===== config.mk =====
export PLATFORM = sky130hd
export DESIGN_NAME = ssd1306_spi_receiver_flat
export DESIGN_NICKNAME = d
export VERILOG_FILES = /design/src/rtl/ssd1306_pkg.sv /design/src/rtl/ssd1306_spi_receiver_if.sv /design/src/rtl/ssd1306_spi_deser.sv /design/src/rtl/ssd1306_spi_receiver.sv /design/src/flat_wrapper.sv
export SDC_FILE = /design/constraint.sdc
export NUM_CORES = 1
export LEC_CHECK = 0
export ABC_CLOCK_PERIOD_IN_PS = 4900
export CELL_PAD_IN_SITES_DETAIL_PLACEMENT = 1
export CELL_PAD_IN_SITES_GLOBAL_PLACEMENT = 1
export CORE_MARGIN = 4
export CORE_UTILIZATION = 46
export CTS_CLUSTER_DIAMETER = 40
export DETAILED_ROUTE_END_ITERATION = 8
export MAX_ROUTING_LAYER = met4
export PLACE_DENSITY = 0.79
export SLEW_MARGIN = 20
export SYNTH_ARGS = -nofsm -noshare
export SYNTH_HDL_FRONTEND = slang
export SYNTH_SLANG_ARGS = --single-unit

===== constraint.sdc =====
create_clock -name clk_i -period 4.9 [get_ports clk_i]
set_clock_uncertainty 0.1 [all_clocks]
set_input_delay 1.225 -clock clk_i [delete_from_list [all_inputs] [get_ports clk_i]]
set_output_delay 1.225 -clock clk_i [all_outputs]
set_load 0.02 [all_outputs]

===== src/rtl/ssd1306_pkg.sv =====
// Shared SSD1306 opcodes, addressing modes and parameter-count lookup.
// Used by the driver and by the loopback receiver.
package ssd1306_pkg;

  localparam logic [7:0] CMD_SET_MODE   = 8'h20;
  localparam logic [7:0] CMD_COL_ADDR   = 8'h21;
  localparam logic [7:0] CMD_PAGE_ADDR  = 8'h22;
  localparam logic [7:0] CMD_DISP_OFF   = 8'hAE;
  localparam logic [7:0] CMD_DISP_ON    = 8'hAF;
  localparam logic [7:0] CMD_PAGE_START = 8'hB0;

  typedef enum logic [1:0] {
    HORIZ = 2'd0,
    VERT  = 2'd1,
    PAGE  = 2'd2
  } addr_mode_t;

  typedef enum logic [1:0] {
    IDLE  = 2'd0,
    PARAM = 2'd1,
    SKIP  = 2'd2
  } dec_state_t;

  // Number of parameter bytes following an opcode (0 for single-byte commands).
  function automatic logic [2:0] param_count(input logic [7:0] opcode);
    case (opcode)
      CMD_SET_MODE, 8'h81, 8'h8D, 8'hA8, 8'hD3,
      8'hD5, 8'hD9, 8'hDA, 8'hDB:             return 3'd1;
      CMD_COL_ADDR, CMD_PAGE_ADDR, 8'hA3:     return 3'd2;
      8'h29, 8'h2A:                           return 3'd5;
      8'h26, 8'h27:                           return 3'd6;
      default:                                return 3'd0;
    endcase
  endfunction

endpackage


===== src/rtl/ssd1306_spi_receiver_if.sv =====
// SPI link from the driver plus frame-buffer and status outputs of the receiver.
// master = SPI source / observer, slave = receiver.
interface ssd1306_spi_receiver_if #(
  parameter int COLUMNS = 128,
  parameter int PAGES   = 8
);
  localparam int AW = $clog2(COLUMNS * PAGES);

  logic          oled_csn;
  logic          oled_dc;
  logic          oled_clk;
  logic          oled_mosi;
  logic          oled_rstn;

  logic          fb_we;
  logic [AW-1:0] fb_addr;
  logic [7:0]    fb_data;
  logic          display_on;
  logic          byte_stb;
  logic [7:0]    byte_out;
  logic          byte_is_data;
  logic          frame_err;

  modport master (
    output oled_csn, oled_dc, oled_clk, oled_mosi, oled_rstn,
    input  fb_we, fb_addr, fb_data, display_on, byte_stb, byte_out, byte_is_data, frame_err
  );

  modport slave (
    input  oled_csn, oled_dc, oled_clk, oled_mosi, oled_rstn,
    output fb_we, fb_addr, fb_data, display_on, byte_stb, byte_out, byte_is_data, frame_err
  );

endinterface


===== src/rtl/ssd1306_spi_deser.sv =====
// SPI deserializer: input synchronizers, sclk edge detect, MSB-first shift, framing check.
// byte_stb_o pulses the cycle after the 8th detected rising edge; no backpressure.
module ssd1306_spi_deser #(
  parameter int SYNC_STAGES = 2
) (
  input  logic       clk_i,
  input  logic       rst_i,
  input  logic       csn_i,
  input  logic       dc_i,
  input  logic       sclk_i,
  input  logic       mosi_i,
  input  logic       rstn_i,
  output logic       soft_rst_o,
  output logic       byte_stb_o,
  output logic [7:0] byte_o,
  output logic       byte_is_data_o,
  output logic       frame_err_o
);

  logic [4:0] sync_q [SYNC_STAGES];
  logic [4:0] sync_s;
  logic       rstn_s, csn_s, dc_s, sclk_s, mosi_s;

  logic       sclk_prev_q, csn_prev_q;
  logic [6:0] shift_q;
  logic [2:0] cnt_q;
  logic       byte_stb_q, is_data_q, frame_err_q;
  logic [7:0] byte_q;

  assign sync_s = sync_q[SYNC_STAGES-1];
  assign {rstn_s, csn_s, dc_s, sclk_s, mosi_s} = sync_s;

  always_ff @(posedge clk_i or posedge rst_i) begin
    if (rst_i) begin
      for (int i = 0; i < SYNC_STAGES; i++) sync_q[i] <= '0;
    end else begin
      sync_q[0] <= {rstn_i, csn_i, dc_i, sclk_i, mosi_i};
      for (int i = 1; i < SYNC_STAGES; i++) sync_q[i] <= sync_q[i-1];
    end
  end

  always_ff @(posedge clk_i or posedge rst_i) begin
    if (rst_i) begin
      sclk_prev_q <= 1'b0;
      csn_prev_q  <= 1'b0;
      shift_q     <= '0;
      cnt_q       <= '0;
      byte_stb_q  <= 1'b0;
      byte_q      <= '0;
      is_data_q   <= 1'b0;
      frame_err_q <= 1'b0;
    end else begin
      sclk_prev_q <= sclk_s;
      csn_prev_q  <= csn_s;
      byte_stb_q  <= 1'b0;
      if (!rstn_s) begin
        shift_q     <= '0;
        cnt_q       <= '0;
        byte_q      <= '0;
        is_data_q   <= 1'b0;
        frame_err_q <= 1'b0;
      end else if (csn_s && !csn_prev_q) begin
        // Deselect in the middle of a byte drops the partial byte.
        if (cnt_q != 3'd0) frame_err_q <= 1'b1;
        cnt_q <= '0;
      end else if (!csn_s && csn_prev_q) begin
        cnt_q <= '0;
      end else if (!csn_s && sclk_s && !sclk_prev_q) begin
        shift_q <= {shift_q[5:0], mosi_s};
        cnt_q   <= cnt_q + 3'd1;
        if (cnt_q == 3'd7) begin
          byte_stb_q <= 1'b1;
          byte_q     <= {shift_q, mosi_s};
          is_data_q  <= dc_s;
        end
      end
    end
  end

  assign soft_rst_o     = ~rstn_s;
  assign byte_stb_o     = byte_stb_q;
  assign byte_o         = byte_q;
  assign byte_is_data_o = is_data_q;
  assign frame_err_o    = frame_err_q;

endmodule


===== src/rtl/ssd1306_spi_receiver.sv =====
// SSD1306 SPI responder: command decoder, address pointer and GDDRAM write strobes.
// fb_we follows byte_stb by one cycle with the pre-increment address; no backpressure.
module ssd1306_spi_receiver
  import ssd1306_pkg::*;
#(
  parameter int COLUMNS     = 128,
  parameter int PAGES       = 8,
  parameter int SYNC_STAGES = 2
) (
  input  logic                   clk_i,
  input  logic                   rst_i,
  ssd1306_spi_receiver_if.slave  bus
);

  localparam int CW = $clog2(COLUMNS);
  localparam int PW = (PAGES > 1) ? $clog2(PAGES) : 1;
  localparam int AW = $clog2(COLUMNS * PAGES);
  localparam logic [CW-1:0] COL_MAX = CW'(COLUMNS - 1);
  localparam logic [PW-1:0] PG_MAX  = PW'(PAGES - 1);

  function automatic logic [CW-1:0] clip_col(input logic [7:0] v);
    return (32'(v) > 32'(COLUMNS - 1)) ? COL_MAX : CW'(v);
  endfunction

  function automatic logic [PW-1:0] clip_pg(input logic [7:0] v);
    return (32'(v) > 32'(PAGES - 1)) ? PG_MAX : PW'(v);
  endfunction

  logic       soft_rst, stb_w, is_data_w, frame_err_w;
  logic [7:0] byte_w;

  ssd1306_spi_deser #(.SYNC_STAGES(SYNC_STAGES)) u_deser (
    .clk_i          (clk_i),
    .rst_i          (rst_i),
    .csn_i          (bus.oled_csn),
    .dc_i           (bus.oled_dc),
    .sclk_i         (bus.oled_clk),
    .mosi_i         (bus.oled_mosi),
    .rstn_i         (bus.oled_rstn),
    .soft_rst_o     (soft_rst),
    .byte_stb_o     (stb_w),
    .byte_o         (byte_w),
    .byte_is_data_o (is_data_w),
    .frame_err_o    (frame_err_w)
  );

  dec_state_t    state_q;
  addr_mode_t    mode_q;
  logic [7:0]    op_q;
  logic          pidx_q;
  logic [2:0]    skip_q;
  logic [CW-1:0] col_q, col_start_q, col_end_q;
  logic [PW-1:0] page_q, pg_start_q, pg_end_q;
  logic          disp_q, fb_we_q;
  logic [AW-1:0] fb_addr_q;
  logic [7:0]    fb_data_q;

  logic [CW-1:0] col_lim, col_inc, col_d;
  logic [PW-1:0] pg_lim, pg_inc, page_d;
  logic          col_wrap, pg_wrap;
  logic [7:0]    col8;

  assign col8 = 8'(col_q);

  // A reversed range wraps at the physical edge instead of the end value.
  always_comb begin
    col_lim  = (col_start_q <= col_end_q) ? col_end_q : COL_MAX;
    pg_lim   = (pg_start_q <= pg_end_q) ? pg_end_q : PG_MAX;
    col_wrap = (col_q == col_lim) || (col_q == COL_MAX);
    pg_wrap  = (page_q == pg_lim) || (page_q == PG_MAX);
    col_inc  = col_wrap ? col_start_q : col_q + 1'b1;
    pg_inc   = pg_wrap ? pg_start_q : page_q + 1'b1;
    col_d    = col_inc;
    page_d   = page_q;
    case (mode_q)
      HORIZ: if (col_wrap) page_d = pg_inc;
      VERT: begin
        page_d = pg_inc;
        col_d  = pg_wrap ? col_inc : col_q;
      end
      default: ;
    endcase
  end

  always_ff @(posedge clk_i or posedge rst_i) begin
    if (rst_i) begin
      state_q     <= IDLE;
      mode_q      <= PAGE;
      op_q        <= '0;
      pidx_q      <= 1'b0;
      skip_q      <= '0;
      col_q       <= '0;
      col_start_q <= '0;
      col_end_q   <= COL_MAX;
      page_q      <= '0;
      pg_start_q  <= '0;
      pg_end_q    <= PG_MAX;
      disp_q      <= 1'b0;
      fb_we_q     <= 1'b0;
      fb_addr_q   <= '0;
      fb_data_q   <= '0;
    end else if (soft_rst) begin
      state_q     <= IDLE;
      mode_q      <= PAGE;
      op_q        <= '0;
      pidx_q      <= 1'b0;
      skip_q      <= '0;
      col_q       <= '0;
      col_start_q <= '0;
      col_end_q   <= COL_MAX;
      page_q      <= '0;
      pg_start_q  <= '0;
      pg_end_q    <= PG_MAX;
      disp_q      <= 1'b0;
      fb_we_q     <= 1'b0;
      fb_addr_q   <= '0;
      fb_data_q   <= '0;
    end else begin
      fb_we_q <= 1'b0;
      if (stb_w && is_data_w) begin
        // Data is written regardless of decoder state; the decoder does not advance.
        fb_we_q   <= 1'b1;
        fb_addr_q <= AW'(page_q) * AW'(COLUMNS) + AW'(col_q);
        fb_data_q <= byte_w;
        col_q     <= col_d;
        page_q    <= page_d;
      end else if (stb_w) begin
        case (state_q)
          IDLE: begin
            if (param_count(byte_w) != 3'd0) begin
              if (byte_w == CMD_SET_MODE || byte_w == CMD_COL_ADDR || byte_w == CMD_PAGE_ADDR) begin
                state_q <= PARAM;
                op_q    <= byte_w;
                pidx_q  <= 1'b0;
              end else begin
                state_q <= SKIP;
                skip_q  <= param_count(byte_w);
              end
            end else if (byte_w[7:4] == 4'h0) begin
              if (mode_q == PAGE) col_q <= clip_col({col8[7:4], byte_w[3:0]});
            end else if (byte_w[7:4] == 4'h1) begin
              if (mode_q == PAGE) col_q <= clip_col({byte_w[3:0], col8[3:0]});
            end else if (byte_w[7:3] == CMD_PAGE_START[7:3]) begin
              page_q <= PW'(32'(byte_w[2:0]) % PAGES);
            end else if (byte_w == CMD_DISP_OFF) begin
              disp_q <= 1'b0;
            end else if (byte_w == CMD_DISP_ON) begin
              disp_q <= 1'b1;
            end
          end
          PARAM: begin
            case (op_q)
              CMD_SET_MODE: begin
                mode_q  <= (byte_w[1:0] == 2'd3) ? PAGE : addr_mode_t'(byte_w[1:0]);
                state_q <= IDLE;
              end
              CMD_COL_ADDR: begin
                if (!pidx_q) begin
                  col_start_q <= clip_col(byte_w);
                  col_q       <= clip_col(byte_w);
                  pidx_q      <= 1'b1;
                end else begin
                  col_end_q <= clip_col(byte_w);
                  state_q   <= IDLE;
                end
              end
              default: begin
                if (!pidx_q) begin
                  pg_start_q <= clip_pg(byte_w);
                  page_q     <= clip_pg(byte_w);
                  pidx_q     <= 1'b1;
                end else begin
                  pg_end_q <= clip_pg(byte_w);
                  state_q  <= IDLE;
                end
              end
            endcase
          end
          default: begin
            skip_q <= skip_q - 3'd1;
            if (skip_q <= 3'd1) state_q <= IDLE;
          end
        endcase
      end
    end
  end

  assign bus.fb_we        = fb_we_q;
  assign bus.fb_addr      = fb_addr_q;
  assign bus.fb_data      = fb_data_q;
  assign bus.display_on   = disp_q;
  assign bus.byte_stb     = stb_w;
  assign bus.byte_out     = byte_w;
  assign bus.byte_is_data = is_data_w;
  assign bus.frame_err    = frame_err_w;

endmodule


===== src/flat_wrapper.sv =====
// flat-port wrapper written by rule: the top's interface ports become plain ports
module ssd1306_spi_receiver_flat import ssd1306_pkg::*;
#(
  parameter int COLUMNS     = 128,
  parameter int PAGES       = 8,
  parameter int SYNC_STAGES = 2
)
  (clk_i, rst_i, bus_oled_csn, bus_oled_dc, bus_oled_clk, bus_oled_mosi, bus_oled_rstn, bus_fb_we, bus_fb_addr, bus_fb_data, bus_display_on, bus_byte_stb, bus_byte_out, bus_byte_is_data, bus_frame_err);
  ssd1306_spi_receiver_if #(.COLUMNS(COLUMNS), .PAGES(PAGES)) bus_i ();
  input  logic clk_i;
  input  logic rst_i;
  input wire logic [$bits(bus_i.oled_csn)-1:0] bus_oled_csn;
  input wire logic [$bits(bus_i.oled_dc)-1:0] bus_oled_dc;
  input wire logic [$bits(bus_i.oled_clk)-1:0] bus_oled_clk;
  input wire logic [$bits(bus_i.oled_mosi)-1:0] bus_oled_mosi;
  input wire logic [$bits(bus_i.oled_rstn)-1:0] bus_oled_rstn;
  output wire logic [$bits(bus_i.fb_we)-1:0] bus_fb_we;
  output wire logic [$bits(bus_i.fb_addr)-1:0] bus_fb_addr;
  output wire logic [$bits(bus_i.fb_data)-1:0] bus_fb_data;
  output wire logic [$bits(bus_i.display_on)-1:0] bus_display_on;
  output wire logic [$bits(bus_i.byte_stb)-1:0] bus_byte_stb;
  output wire logic [$bits(bus_i.byte_out)-1:0] bus_byte_out;
  output wire logic [$bits(bus_i.byte_is_data)-1:0] bus_byte_is_data;
  output wire logic [$bits(bus_i.frame_err)-1:0] bus_frame_err;
  assign bus_i.oled_csn = bus_oled_csn;
  assign bus_i.oled_dc = bus_oled_dc;
  assign bus_i.oled_clk = bus_oled_clk;
  assign bus_i.oled_mosi = bus_oled_mosi;
  assign bus_i.oled_rstn = bus_oled_rstn;
  assign bus_fb_we = bus_i.fb_we;
  assign bus_fb_addr = bus_i.fb_addr;
  assign bus_fb_data = bus_i.fb_data;
  assign bus_display_on = bus_i.display_on;
  assign bus_byte_stb = bus_i.byte_stb;
  assign bus_byte_out = bus_i.byte_out;
  assign bus_byte_is_data = bus_i.byte_is_data;
  assign bus_frame_err = bus_i.frame_err;
  ssd1306_spi_receiver #(.COLUMNS(COLUMNS), .PAGES(PAGES), .SYNC_STAGES(SYNC_STAGES)) u_core (.clk_i(clk_i), .rst_i(rst_i), .bus(bus_i));
endmodule

==> results summary <==
The count of max-cap constraint violations came out at 0. The average detailed-routed wire length per instance came out at between 20 and 25 µm. The final cell count without fillers came out at 773. The aggregate global-route resource usage is roughly a quarter.

The final weighted congestion of routability-driven global placement is just over 0.8. The net count of the mapped netlist came out at between 600 and 700. Setup total negative slack on the finished layout was measured at 0 ns.

The final-report max-slew violation count is 0. The detailed router's first-iteration violation count came out at roughly 190. Buffers placed on the I/O ports in this run total 37. The starting density of the core came out at between 40% and 50%. The worst-path maximum fanout came out at 21. Setup violations remaining at the end of the flow were counted as 0. The number of buffers added by the clock tree synthesis step came out at 9. Summed over its instances, the top area cell type makes up between 30% and 40% of the synthesized netlist area. The clock edge transition at the registers on the reported setup and hold paths came out at ~0.07 ns. The number of resized instances in the post-cts repair step is 0. The antenna violation net count after detailed routing came out at 0. The via count of the first global-routing pass is 5016.

The areal power density over the cells is 271 nW/µm². The type of destination of the critical path is an output pin. The area growth from synthesis to layout is 13.5%. The routed design could run at a clock period as short as approximately 3.3 ns. The kind of cell adding the most delay to the critical path is flip-flops. Synthesis instantiated 68 different standard cells from the library. The data arrival time at the worst-slack endpoint came out at approximately 2.0 ns. For this design the static power due to leakage is between 2 and 3 nW.

The final net count came out at 650. The longest individual stage delay on the worst path is 0.87 ns. The required arrival time at the worst endpoint is around 3.6 ns.

The worst-case IR drop observed on VDD is 0.223 mV. The number of filler cells placed in the layout is ~1300. In the post-synthesis netlist, the cell with the most instances is sky130_fd_sc_hd__dfrtp_1. The post-detailed-route DRC marker count is 0. The number of inserted diodes came out at 0. The signal on the critical path passes through clkdlybuf4s50_1.

The remaining global-route overflow is 0. The number of ports placed on the die boundary is 38. The total wire length is between 15000 and 20000 µm. The height of the chip came out at approximately 120 µm. The die span in x is 118 µm. The number of hold buffers added after CTS came out at 0. The floorplan step defined a die boundary enclosing between 10000 and 15000 µm². The largest total area in the synthesized netlist belongs to sky130_fd_sc_hd__dfrtp_1. The via count is roughly 4600. The number of sinks driven by the clock tree is around 100. The area inside the core boundary came out at 11600 µm². For this run, the leading register cell type out of synthesis is sky130_fd_sc_hd__dfrtp_1. The async set or reset register ratio after synthesis came out at 100%. The worst slew margin relative to its limit is roughly a third. The post-synthesis register bit count is 99. The post-synthesis cell area is 5560 µm². The proportion of synthesized chip area in sequential cells is 44.8%. The tightest min-delay check is of the flip-flop to flip-flop type. The number of placed instances, taps included, is 757. The post-synthesis average cell area came out at between 9 and 10 µm². The detailed placer's ending HPWL is between 10000 and 15000 µm. Sorting the synthesized cells by area gives the leading types as sky130_fd_sc_hd__dfrtp_1 (40%), sky130_fd_sc_hd__nand2_1 (5.6%), sky130_fd_sc_hd__dfstp_2 (5.2%).

The maximum frequency from static timing analysis came out at approximately 300 MHz. By startpoint and endpoint, the worst setup path is classified as flip-flop to output pin. The count of standard-cell rows came out at 39.

The post-route fraction of the period consumed by the critical path is 67.5%. Setup repair after global routing left no endpoint under its margin. The number of enable-type register cells in the synthesized netlist is 0. The number of setup buffers added after CTS is 0. The buffer type at the clock tree root is sky130_fd_sc_hd__clkbuf_16. The clock passes through at most 2 buffers.

The number of warnings reported in the yosys synthesis log came out at 0. The initial antenna violation count came out at 0. The post-detailed-route via-to-cell ratio came out at approximately 5.9. The combined buffer and inverter count along the critical path is 1. The insertion delay to the later sink of the worst-skew pair came out at about 0.36 ns.

The CTS tree is built. The number of detailed-routing iterations run before antenna repair came out at 4. The highest-delay cell along the critical path is sky130_fd_sc_hd__dfrtp_1. The run finished with clean final reports. In the synthesized netlist, the number of instances is 612. The CTS H-tree depth is 3. The startpoint type of the worst setup path is a flip-flop. After synthesis, the most frequently instantiated cells are sky130_fd_sc_hd__dfrtp_1 (88), sky130_fd_sc_hd__nand2_1 (83), sky130_fd_sc_hd__nor2_1 (48). The transition at the pin with the smallest max-transition slack is 0.995 ns. The number of hold-slack violations in the final timing report is 0. The wire length of the first global-routing pass came out at 26400 µm. The largest net degree at the start of global routing came out at 44.

The proportion of layout cells with a drive suffix above 1 is under 10%. The smallest hold slack is around 0.25 ns.
power by group:
group | internal, mW | switching (mW)
logic | 0.0347 | 0.0564
clock network | 0.410 | 0.346
registers | 0.835 | 0.0256
total | 1.28 | 0.428
through the flow:
stage	util [%]	setup slack (ns)	area, µm²	power, mW
3_5_place_dp	51.5	1.85	5980	0.967
5_1_grt	54.3	1.49	6310	1.78
4_1_cts	54.3	1.58	6310	1.73
3_3_place_gp	51.5	1.97	5980	0.962
2_1_floorplan	-	1.00	5560	0.936
6_report	54.3	1.59	6310	1.71
final timing paths:
check / startpoint / endpoint / slack [ns] / cells after the start
worst max-delay path: u_core.u_deser.byte_o[3]$_DFFE_PP0P_ / bus_byte_out[3] / 1.59 / 1
worst min-delay path: u_core.u_deser.sync_q[6]$_DFF_PP0_ / u_core.u_deser.sync_s[1]$_DFF_PP0_ / 0.25 / 0
worst max register to register: u_core.col_end_q[6]$_DFFE_PP1P_ / u_core.page_q[2]$_DFFE_PP0P_ / 1.85 / 10
worst min register to register: u_core.u_deser.sync_q[6]$_DFF_PP0_ / u_core.u_deser.sync_s[1]$_DFF_PP0_ / 0.25 / 0
max in group asynchronous: rst_i / u_core.bus.fb_addr[1]$_DFFE_PP0P_ / 2.64 / 3
min in group asynchronous: rst_i / u_core.u_deser.sync_q[7]$_DFF_PP0_ / 1.14 / 2
cell usage in the layout, fill, tap and decap left out, drive strengths merged, types with 9 or more instances in the layout:
cell type / instances
a21boi: 31
nor3: 13
dfrtp: 88
dfstp: 11
and2: 11
nor2b: 15
ha: 18
inv: 34
a21oi: 21
nand2: 83
o21ai: 37
clkdlybuf4s50: 37
nand2b: 10
nand3: 23
a31oi: 9
mux2i: 15
clkbuf: 9
nor2: 48
flip-flops by register name, summed over array words and instances (netlist names), 2 cells and up:
name and flops:
u_core.u_deser.shift_q 7, u_core.u_deser.cnt_q 3, u_core.u_deser.byte_o 8, u_core.bus.fb_addr 10
u_core.skip_q 3, u_core.col_q 7, u_core.u_deser.sync_q 5, u_core.col_end_q 7
u_core.col_start_q 7, u_core.page_q 3, u_core.pg_end_q 3, u_core.bus.fb_data 8
u_core.mode_q 2, u_core.state_q 2, u_core.pg_start_q 3, u_core.op_q 8
u_core.u_deser.sync_s 5
cells by family (layout without fill, tap and decap cells):
group	Yosys count	after routing	synth area share (%)
and+or+nand+nor	234	234	20.5
AOI/OAI and AO/OA	158	158	20.0
DFF	99	99	44.8
buffers and inverters	72	90	5.16
adders and majority gates	19	19	4.23
muxes	19	19	3.51
xor gates and xnor gates	11	11	1.73
routing by layer:
layer | vias up | wire [µm] | track usage (%)
met2 | 78 | 7900 | 41.1
li1 | 2167 | - | -
met4 | 0 | 284 | 6.59
met1 | 2295 | 6930 | 29.3
met3 | 22 | 485 | 5.24
met5 | - | 0 | -
layout make-up:
class                           instances  area, µm²  area share (%)
Clock buffer                            9        225            3.57
Inverter                               32        123            1.94
Sequential cell                        99       2490            39.5
Clock inverter                          7       96.3            1.53
Tap cell                              143        179            2.84
Multi-Input combinational cell        441       2780            44.1
Timing Repair Buffer                   42        408            6.47
(Power assumes the default switching activity.)
